$ cat config.mk
export PLATFORM = sky130hd
export DESIGN_NAME = fetch_prefetch_unit
export DESIGN_NICKNAME = d
export VERILOG_FILES = /design/src/rtl/fetch_prefetch_unit.sv
export SDC_FILE = /design/constraint.sdc
export NUM_CORES = 1
export LEC_CHECK = 0
export ABC_AREA = 1
export CORE_UTILIZATION = 61
export CTS_BUF_LIST = sky130_fd_sc_hd__clkbuf_8
export DETAILED_ROUTE_END_ITERATION = 8
export PLACE_DENSITY = 0.88
export SLEW_MARGIN = 10
export SYNTH_ARGS = -nofsm -noshare
export SYNTH_HDL_FRONTEND = slang
export SYNTH_SLANG_ARGS = --single-unit
$ cat constraint.sdc
create_clock -name clk -period 11.45 [get_ports clk]
set_clock_uncertainty 0.05 [all_clocks]
set_input_delay 2.29 -clock clk [delete_from_list [all_inputs] [get_ports clk]]
set_output_delay 2.29 -clock clk [all_outputs]
set_load 0.005 [all_outputs]
$ cat src/rtl/fetch_prefetch_unit.sv
// Instruction fetch front end: sequential PC generation, one outstanding read, DEPTH-entry prefetch FIFO.
// Optional same-cycle response bypass to decode when FETCH_BYPASS_EN is defined.
module fetch_prefetch_unit #(
    parameter logic [31:0] RESET_PC = 32'h1eceb000,
    parameter int unsigned DEPTH    = 4
) (
    input  logic        clk,
    input  logic        rst_n,
    output logic [31:0] imem_addr,
    output logic [3:0]  imem_rmask,
    output logic [3:0]  imem_wmask,
    output logic [31:0] imem_wdata,
    input  logic [31:0] imem_rdata,
    input  logic        imem_resp,
    input  logic        redirect_valid,
    input  logic [31:0] redirect_pc,
    output logic        out_valid,
    input  logic        out_ready,
    output logic [31:0] out_pc,
    output logic [31:0] out_instr
);

    localparam int PW = $clog2(DEPTH);
    localparam int CW = PW + 1;

    logic [31:0]   fetch_pc_q, fetch_pc_d;
    logic [31:0]   pend_pc_q, pend_pc_d;
    logic          outstanding_q, outstanding_d;
    logic          discard_q, discard_d;
    logic [CW-1:0] count_q, count_d;
    logic [PW-1:0] rd_ptr_q, rd_ptr_d;
    logic [PW-1:0] wr_ptr_q, wr_ptr_d;

    logic [31:0] fifo_pc_q    [DEPTH];
    logic [31:0] fifo_instr_q [DEPTH];

    logic [CW:0]  credit;
    logic         want;
    logic         issue;
    logic         resp_v;
    logic         accept;
    logic         bypass;
    logic         push;
    logic         pop;
    logic         fifo_empty;
    logic [31:0]  issue_pc;

    assign imem_wmask = 4'h0;
    assign imem_wdata = 32'h0;

    // Credit check uses registered occupancy only; an in-flight pop is not counted.
    assign credit     = {1'b0, count_q} + {{CW{1'b0}}, outstanding_q};
    assign want       = rst_n && (credit < (CW+1)'(DEPTH));
    assign issue_pc   = redirect_valid ? redirect_pc : fetch_pc_q;
    assign issue      = want && (!outstanding_q || imem_resp);
    assign resp_v     = imem_resp && outstanding_q;
    assign accept     = resp_v && !discard_q && !redirect_valid;
    assign fifo_empty = (count_q == '0);

    assign imem_rmask = want ? 4'hF : 4'h0;
    assign imem_addr  = issue_pc;

`ifdef FETCH_BYPASS_EN
    assign bypass = accept && fifo_empty;
`else
    assign bypass = 1'b0;
`endif

    assign out_valid = !fifo_empty || bypass;
    assign out_pc    = bypass ? pend_pc_q  : fifo_pc_q[rd_ptr_q];
    assign out_instr = bypass ? imem_rdata : fifo_instr_q[rd_ptr_q];

    // A bypassed word consumed by decode this cycle never enters the FIFO.
    assign push = accept && !(bypass && out_ready);
    assign pop  = !fifo_empty && out_ready && !redirect_valid;

    always_comb begin
        fetch_pc_d    = fetch_pc_q;
        pend_pc_d     = pend_pc_q;
        outstanding_d = outstanding_q;
        discard_d     = discard_q;
        count_d       = count_q;
        rd_ptr_d      = rd_ptr_q;
        wr_ptr_d      = wr_ptr_q;

        if (issue) begin
            pend_pc_d     = issue_pc;
            fetch_pc_d    = issue_pc + 32'd4;
            outstanding_d = 1'b1;
        end else begin
            if (redirect_valid) begin
                fetch_pc_d = redirect_pc;
            end
            if (resp_v) begin
                outstanding_d = 1'b0;
            end
        end

        // The memory cannot cancel a request, so its late response must be dropped.
        if (resp_v) begin
            discard_d = 1'b0;
        end
        if (redirect_valid && outstanding_q && !imem_resp) begin
            discard_d = 1'b1;
        end

        if (redirect_valid) begin
            count_d  = '0;
            rd_ptr_d = wr_ptr_q;
        end else begin
            count_d  = count_q + CW'(push) - CW'(pop);
            wr_ptr_d = wr_ptr_q + PW'(push);
            rd_ptr_d = rd_ptr_q + PW'(pop);
        end
    end

    always_ff @(posedge clk or negedge rst_n) begin
        if (!rst_n) begin
            fetch_pc_q    <= RESET_PC;
            pend_pc_q     <= RESET_PC;
            outstanding_q <= 1'b0;
            discard_q     <= 1'b0;
            count_q       <= '0;
            rd_ptr_q      <= '0;
            wr_ptr_q      <= '0;
        end else begin
            fetch_pc_q    <= fetch_pc_d;
            pend_pc_q     <= pend_pc_d;
            outstanding_q <= outstanding_d;
            discard_q     <= discard_d;
            count_q       <= count_d;
            rd_ptr_q      <= rd_ptr_d;
            wr_ptr_q      <= wr_ptr_d;
        end
    end

    generate
        for (genvar gi = 0; gi < DEPTH; gi++) begin : g_entry
            always_ff @(posedge clk) begin
                if (push && (wr_ptr_q == PW'(gi))) begin
                    fifo_pc_q[gi]    <= pend_pc_q;
                    fifo_instr_q[gi] <= imem_rdata;
                end
            end
        end
    endgenerate

endmodule

==> reports/summary.txt <==
worst slew pin tran = 0.998 ns
kind of critical path = in2out
Synthesis Warnings = 0
synth top area cells = edfxtp_1 (55%), dfrtp_1 (8.8%), o21ai_0 (6.2%)
Clock Power Share = 0.258
Final Hold Slack = 0.444 ns
number of flops mapped to enable cells by yosys = 256
die area = 0.0235 mm^2
CTS Buffer Depth = 3
count leader, synth = edfxtp_1
combinational share of power = 0.300
element type at the critical path start = primary input
Tot Pwr = 0.00374 W
Core Region = 0.0226 mm^2
Pins Over Slew Limit = 0
Psw = 0.00118 W
cell taking the most area after synthesis = edfxtp_1
top post-synthesis cells by count = edfxtp_1 (256), nand2_1 (206), o21ai_0 (174), nor2_1 (160), o22ai_1 (64)
I/O pin cnt = 206
post-synthesis register bit count = 329
vias in the first global route = 9,412
initial antenna violation count = 0
FFs w/ async S/R, synth = 0.222
initial DRC count = 756
worst rel slew slack = 0.335
initial core utilization = 0.620
worst slack at placement = 4.81 ns
Fin. Hold Viols = 0
hold-fix buffers at CTS = 0
worst vdd ir = 128 uV
htree depth = 2
port buffer count = 169
Final min period = 6.66 ns
synthesized area = 0.0140 mm^2
setup bufs post-CTS = 0
Yosys top cell area share = 0.550
CTS tree = built
routability cong. = 0.981
CTS root buf = clkbuf_8
DRC Markers = 0
largest net degree at the start of global routing = 103
crit path max fanout = 64
max cap viols = 0
worst hold path type = reg2reg
RSZ-0062 raised after global routing = false
register area share after synthesis = 0.682
Yosys cell types = 37
DR pass1 iterations = 5
Die X = 153 um
cts bufs inserted = 50
endpoint class of the critical path = output pin
Internal = 0.00255 W
CTS clk-pin slew, worst paths = 0.06 ns
syn_area_per_cell = 11.3 um^2
Vias per Instance = 5.60
WL per Instance = 17.6 um
P per Cell Area = 224 mW/mm^2
Congestion Overflow GR = 0
Reg power frac = 0.441
Final nets = 1,472
final period utilization = 0.582
status = finished, final reports clean
antenna diode count = 0
clk sinks = 329
CP required = 9.11 ns
Overall Global Routing Usage = 0.262
HPWL Detailed = 17,900 um
worst skew pair latency = 0.56 ns
post_cts resized = 0
Setup violations, final = 0
global-route wire length before repair = 48,100 um
Primary FF master, synth = edfxtp_1
r2r setup slk = 9.00 ns
Routed Antenna Nets = 0
area delta synth->final = 19.2%
die height = 153 um
row cnt = 55
Final WS setup = 4.79 ns
Layout Cells excl Fill = 1,724
TNS Setup = 0 ns
routed vias = 9,653
placed cell count = 1,631
WL final = 30,300 um
P_leak = 6.27 nW
Syn Inst Count = 1,235
f_max = 150 MHz
layout cells sized above 1 = 0.120
Worst Path Arrival = 4.32 ns
sw frac = 0.317
==> layer usage <==
metal / vias up / GRT usage / wire length (um) / share of wire
met3: 52 / 0.0519 / 2460 / 0.081
met4: 0 / 0.0795 / 597 / 0.020
met5: - / 0 / 0 / 0
met1: 4633 / 0.353 / 12500 / 0.41
li1: 4560 / - / - / -
met2: 408 / 0.434 / 14700 / 0.49
==> registers in the layout, indices dropped and copies added (netlist names), 2 cells and up <==
register	cells
count_q	3
fetch_pc_q	32
fifo_instr_q	128
fifo_pc_q	128
pend_pc_q	32
rd_ptr_q	2
wr_ptr_q	2
==> placed cells by master, fill, tap and decap left out, drive strengths merged <==
cell             n
nor3             9
inv             74
bufinv           3
or2              2
dfrtp           49
o21ai          189
nor2           178
fa               1
conb            36
buf             14
o21bai           1
edfxtp         256
dfstp           24
clkinv          18
clkbuf          58
xor2            13
nand2          226
clkdlybuf4s50  167
xnor2            2
ha               4
a31oi            1
clkinvlp         3
a21oi            4
nand4           20
nand3           23
o22ai           64
==> per-stage QoR <==
stage	area (um^2)	utilization
CTS	16700	0.739
global route	16700	0.739
finish	16700	0.739
detailed placement	15600	0.693
floorplan	14100	-
global placement	15600	0.693
==> layout make-up <==
type	instances	area (um^2)
sequential	329	9550
fill	1485	5900
multi-input combinational	773	3730
timing repair buffer	181	1770
clock buffer	58	798
tap	285	357
inverter	63	243
clock inverter	35	230
==> cell families (layout without fill, tap and decap cells) <==
logic type / Yosys count / after routing / synth area share
and+or+nand+nor: 458 / 458 / 0.139
DFF: 329 / 329 / 0.682
AOI/OAI and AO/OA: 259 / 259 / 0.102
buffers and inverters: 168 / 337 / 0.0621
xor gates and xnor gates: 15 / 15 / 0.00939
adders and majority gates: 5 / 5 / 0.00501
other: 1 / 36 / 0.000268
==> power groups by stage <==
stage / clock, W / sequential, W / combinational, W
6_report: 0.000966 / 0.00165 / 0.00112
5_1_grt: 0.00103 / 0.00167 / 0.00123
4_1_cts: 0.000985 / 0.00165 / 0.00113
3_5_place_dp: 0 / 0.00167 / 0.00112
3_3_place_gp: 0 / 0.00166 / 0.00108
2_1_floorplan: 0 / 0.00162 / 0.000599
==> path summary, 6_finish.rpt <==
kind	start	to	depth (start not counted)
worst min-delay path	pend_pc_q[25]$_DFFE_PN1P_	pend_pc_q[25]$_DFFE_PN1P_	2
max in group asynchronous	rst_n	rd_ptr_q[0]$_DFF_PN0_	3
worst max register to register	count_q[1]$_DFF_PN0_	fetch_pc_q[8]$_DFF_PN0_	9
worst max-delay path	redirect_valid	imem_addr[31]	7
min in group asynchronous	rst_n	fetch_pc_q[24]$_DFF_PN0_	2
worst min register to register	pend_pc_q[25]$_DFFE_PN1P_	pend_pc_q[25]$_DFFE_PN1P_	2
==> critical path: stages <==
cell             delay, ns
buf_2                 0.08
buf_4                 0.52
inv_6                 0.33
or2_2                 0.37
o21ai_0               0.13
inv_1                 0.10
clkdlybuf4s50_1       0.45
No activity file was read; power rests on OpenSTA's default activity.
